`src/rtl/mips_pkg.sv`:
```
// Shared types and constants for the MEM/WB portion of the pipeline.
package mips_pkg;

  typedef enum logic [2:0] {
    MEM_NONE = 3'd0,
    MEM_LB   = 3'd1,
    MEM_LBU  = 3'd2,
    MEM_LH   = 3'd3,
    MEM_LHU  = 3'd4,
    MEM_LW   = 3'd5
  } mem_op_e;

  // Architectural zero register; writes to it are discarded.
  localparam int ZERO_REG = '0;

endpackage

```
`src/rtl/load_align.sv`:
```
// Combinational load-data aligner: picks the addressed byte/halfword out of
// the raw little-endian memory word, extends it, and flags misaligned loads.
module load_align
  import mips_pkg::*;
(
  input  mem_op_e     mem_op,
  input  logic [1:0]  off,
  input  logic [31:0] raw,
  input  logic [31:0] alu_out,
  output logic [31:0] data,
  output logic        misalign
);

  logic [7:0]  byte_sel;
  logic [15:0] half_sel;

  // Select the addressed lane, then extend according to the load type.
  always_comb begin
    byte_sel = raw[{off, 3'b000} +: 8];
    half_sel = off[1] ? raw[31:16] : raw[15:0];
    data     = alu_out;
    misalign = 1'b0;
    case (mem_op)
      MEM_LB:  data = {{24{byte_sel[7]}}, byte_sel};
      MEM_LBU: data = {24'h0, byte_sel};
      MEM_LH: begin
        data     = {{16{half_sel[15]}}, half_sel};
        misalign = off[0];
      end
      MEM_LHU: begin
        data     = {16'h0, half_sel};
        misalign = off[0];
      end
      MEM_LW: begin
        data     = raw;
        misalign = (off != 2'b00);
      end
      default: data = alu_out;
    endcase
  end

endmodule

```
`src/rtl/writeback_stage.sv`:
```
// MEM->WB pipeline register with stall/flush, r0 write suppression and a
// retired-instruction counter. Load alignment is done ahead of the register.
module writeback_stage
  import mips_pkg::*;
#(
  parameter int REG_AW = 5,
  parameter int CNT_W  = 32
) (
  input  logic              clk,
  input  logic              rst,
  input  logic              valid_m,
  input  logic              reg_write_m,
  input  mem_op_e           mem_op_m,
  input  logic [31:0]       alu_out_m,
  input  logic [31:0]       read_data_m,
  input  logic [REG_AW-1:0] write_reg_m,
  input  logic [31:0]       pc_m,
  input  logic              stall_w,
  input  logic              flush_w,
  output logic [31:0]       result_w,
  output logic [REG_AW-1:0] write_reg_w,
  output logic              reg_write_w,
  output logic              valid_w,
  output logic              misalign_w,
  output logic [31:0]       pc_w,
  output logic [CNT_W-1:0]  retired_cnt
);

  logic [31:0] aligned_data;
  logic        misalign_m;
  logic        reg_write_d;

  load_align u_load_align (
    .mem_op   (mem_op_m),
    .off      (alu_out_m[1:0]),
    .raw      (read_data_m),
    .alu_out  (alu_out_m),
    .data     (aligned_data),
    .misalign (misalign_m)
  );

  // Write enable is resolved before the register so the WB port is a flop output.
  assign reg_write_d = valid_m & reg_write_m & ~misalign_m &
                       (write_reg_m != REG_AW'(ZERO_REG));

  // Pipeline register: flush beats stall, stall beats capture.
  always_ff @(posedge clk or posedge rst) begin
    if (rst) begin
      result_w    <= '0;
      write_reg_w <= '0;
      reg_write_w <= 1'b0;
      valid_w     <= 1'b0;
      misalign_w  <= 1'b0;
      pc_w        <= '0;
    end else if (flush_w) begin
      valid_w     <= 1'b0;
      reg_write_w <= 1'b0;
      misalign_w  <= 1'b0;
    end else if (!stall_w) begin
      result_w    <= aligned_data;
      write_reg_w <= write_reg_m;
      reg_write_w <= reg_write_d;
      valid_w     <= valid_m;
      misalign_w  <= misalign_m;
      pc_w        <= pc_m;
    end
  end

  // Count an instruction as it leaves WB; a flush in that same cycle still counts it.
  always_ff @(posedge clk or posedge rst) begin
    if (rst) begin
      retired_cnt <= '0;
    end else if (valid_w && !stall_w) begin
      retired_cnt <= retired_cnt + 1'b1;
    end
  end

endmodule

```
`config.mk`:
```
export PLATFORM = sky130hd
export DESIGN_NAME = writeback_stage
export DESIGN_NICKNAME = d
export VERILOG_FILES = /design/src/rtl/mips_pkg.sv /design/src/rtl/load_align.sv /design/src/rtl/writeback_stage.sv
export SDC_FILE = /design/constraint.sdc
export NUM_CORES = 1
export LEC_CHECK = 0
export ABC_AREA = 1
export CAP_MARGIN = 20
export CELL_PAD_IN_SITES_DETAIL_PLACEMENT = 1
export CELL_PAD_IN_SITES_GLOBAL_PLACEMENT = 1
export CORE_AREA = 2 2 141 143
export CTS_BUF_LIST = sky130_fd_sc_hd__clkbuf_16
export CTS_CLUSTER_SIZE = 20
export DETAILED_ROUTE_END_ITERATION = 8
export DIE_AREA = 0 0 143 145
export DONT_BUFFER_PORTS = 1
export GPL_TIMING_DRIVEN = 0
export PLACE_DENSITY_LB_ADDON = 0.25
export SYNTH_ARGS = -nofsm -noshare
export SYNTH_HDL_FRONTEND = slang
export SYNTH_HIERARCHICAL = 1
export SYNTH_SLANG_ARGS = --single-unit
```
`constraint.sdc`:
```
create_clock -name clk -period 6.5 [get_ports clk]
set_clock_uncertainty 0.2 [all_clocks]
set_input_delay 1.3 -clock clk [delete_from_list [all_inputs] [get_ports clk]]
set_output_delay 1.3 -clock clk [all_outputs]
set_load 0.005 [all_outputs]
```
==> results.md <==
- Required @ worst endpoint: 6.54 ns
- Post-Place Worst Slack: approximately 3.6 ns
- Synthesis Warnings: 6
- Startpoint types: input pin
- Core area: between 15,000 and 20,000 um^2
- Gr usage total: 0.195
- Top-count cell post-synth: nand2_1
- Syn Area/Cell: 7.49 um^2
- Post-Synth Simple-Gate Area: 0.437
- Setup slack after layout: 3.98 ns
- CTS-repair resized insts: 0
- Hold crit path type: register to register
- Crit-path max FO: 10
- Reported max-cap violation count: 0
- Run status: finished, final reports clean
- Setup TNS: 0 ns
- RSZ-0062 raised after global routing: false
- H-tree levels: 3
- Initial core utilization: 0.296
- Largest net degree at the start of global routing: 64
- Vias: 5,139
- Seq/Total Area, Yosys: 0.458
- Min Tclk post-route: 2.52 ns
- Max-Slew Margin vs Limit: 0.621
- Vias in the first global route: 5,673
- Largest cells by area after synthesis: dfrtp_1, nand2_1, nand3_1
- Routed length per instance: 18.9 um
- Grt ovf: 0
- Worst-margin pin slew: 0.569 ns
- Root Driver: clkbuf_16
- CP cell instances: buf_4, inv_1, nand3_2, nand3_2, buf_6, nand4_1, nand2_1, nand2_1
- TritonRoute pass-1 iters: 4
- # setup viols final: 0
- CTS sink cnt: 104
- Insertion delay to the later sink of the worst-skew pair: 0.35 ns
- Netlist cell types: 29
- Clk slew on worst S/H paths: 0.07 ns
- Die Wd: ~140 um
- First-pass GRT wire length: 31,400 um
- Fillers: 2,374
- # IOs: 214
- Total leakage power: roughly 3.2 nW
- Area of the die: 20,700 um^2
- Power Density: 244 nW/um^2
- Delay of the slowest critical-path stage: about 0.27 ns
- Initial antenna violation count: 0
- Synth Area in XOR/XNOR: 0.0246
- Critical path's slowest cell: inv_1
- Largest family of logic cells by synthesized area: simple AND/OR/NAND/NOR gates
- CTS Buffer Depth: 2
- DP HPWL: 15,700 um
- FP Rows: 51
- Gpl congestion: ~0.9
- Final core utilization: 0.329
- Post-Syn Nets: 870
- Final Slew Violations: 0
- Post-synth EDFFs: 0
- Top cells by count, synth: nand2_1, dfrtp_1, nand3_1
- Ant diodes: 0
- Top Layer Used: met4
- Worst vdd ir: 0.000111 V
- Met2 routed WL: 9500 um
- Hold Violations, Final: 0
- Hold_buf cts: 0
- Post-synth ARST share: 1.00
- Met3 wire len: 1910 um
- Cell taking the most area after synthesis: dfrtp_1
- Setup bufs post-CTS: 0
- Top FF cell, synth: dfrtp_1
- Synthesis-to-layout area growth: 11.0%
- Syn Inst Count: 759
- DR vias/cell: approximately 4.9
- Die Y: 145 um
- Compound-Gate Fraction of Synth Area: 0.00946
- Tot Pwr: 1.54 mW
- Multiplexer area fraction after synthesis: 0
- Layout Nets: 882
- DRC: 0
- Share of the synthesized area in the top cell type: 0.458
- Synth Area in Adders: 0.00220
- Routed metal-1 wire length: 7800 um
- Crit end category: register
- Share of layout cells above drive strength 1: 0.108
- Routed Antenna Nets: 0
- PortBufs: 0
- Register area: 2600 um^2
- WS Path Type: input pin to register
- DRT iter0 DRCs: 227
- Register bit total from synthesis: 104
- CTS buffer count: 9
- Area of the multi-input gates: 2690 um^2
- Fmax: 0.397 GHz
- CTS tree: yes
- Final period utilization: 0.387
- Critical Path AT: roughly 2.6 ns
- WL final: 19,700 um
- Mapped cell area: 5690 um^2
[report_power, final]
| part | switching (mW) | total [mW] | internal [mW] |
|---|---|---|---|
| sequential | 0.0859 | 0.809 | 0.724 |
| combinational | 0.144 | 0.223 | 0.0789 |
| clock | 0.249 | 0.507 | 0.257 |
| total | 0.479 | 1.54 | 1.06 |
[layout by cell type (no fill, tap or decap), types with 3 or more instances in the layout]
master,synthesis,layout
o21ai_0,9,9
nand3_1,71,71
nand4_1,38,38
nor2_4,11,11
buf_6,8,8
buf_4,14,14
nand2_1,373,373
clkinv_2,0,3
nand2_2,7,7
clkbuf_16,0,9
dfrtp_1,104,104
buf_2,4,4
nor3_1,5,5
inv_1,37,38
nor2_1,27,27
nor2_2,5,5
xor2_1,11,11
inv_2,7,7
xnor2_1,5,5
nand3b_1,4,4
clkbuf_1,4,4
nand3_2,6,6
[cell type report]
cell class / count / area share
clock buffer: 9 / 0.0357
sequential: 104 / 0.412
multi-input combinational: 581 / 0.426
buffer: 30 / 0.0365
timing repair buffer: 1 / 0.00436
tap: 265 / 0.0525
clock inverter: 7 / 0.00634
inverter: 44 / 0.0266
[worst paths after layout]
check | start | to | slack, ns | cells past startpoint
max in group asynchronous | rst | result_w[20] | 4.73 | 2
worst max register to register | retired_cnt[1] | retired_cnt[14] | 4.73 | 8
worst min-delay path | pc_w[14] | pc_w[14] | 0.31 | 2
worst min register to register | pc_w[14] | pc_w[14] | 0.31 | 2
min in group asynchronous | rst | pc_w[10] | 0.68 | 1
worst max-delay path | alu_out_m[0] | result_w[29] | 3.98 | 8
[flip-flops by register name (all words and copies together), names as in the netlist]
| signal | count |
|---|---|
| misalign_w | 1 |
| pc_w | 32 |
| reg_write_w | 1 |
| result_w | 32 |
| retired_cnt | 32 |
| valid_w | 1 |
| write_reg_w | 5 |
[critical path, delay by kind of cell]
kind / cells / cell delay [ns]
buf+inv: 3 / 0.60
simple gates: 5 / 0.66
[kinds of logic (layout without fill, tap and decap cells)]
logic type               Yosys count  count (layout)
buffers and inverters             74              91
AO/OA/AOI/OAI                     10              10
AND/OR/NAND/NOR                  554             554
adder cells (fa/ha/maj)            1               1
flip-flops                       104             104
XOR/XNOR                          16              16
[metrics by stage]
| stage | hold WS, ns | instance area [um^2] | cells |
|---|---|---|---|
| 5_1_grt | 0.346 | 6310 | 1041 |
| 6_report | 0.307 | 6310 | 1041 |
| 3_5_place_dp | 0.295 | 6050 | 1025 |
| 4_1_cts | 0.314 | 6310 | 1041 |
| 3_3_place_gp | 0.293 | 6020 | 1024 |
| 2_1_floorplan | 0.272 | 5690 | 759 |
[routing by layer]
layer  vias up  track usage
met5         -            0
met1      2493        0.222
met4         0       0.0683
met3        32       0.0838
li1       2440            -
met2       174        0.326
Note: power is estimated with default switching activity, not from simulation.
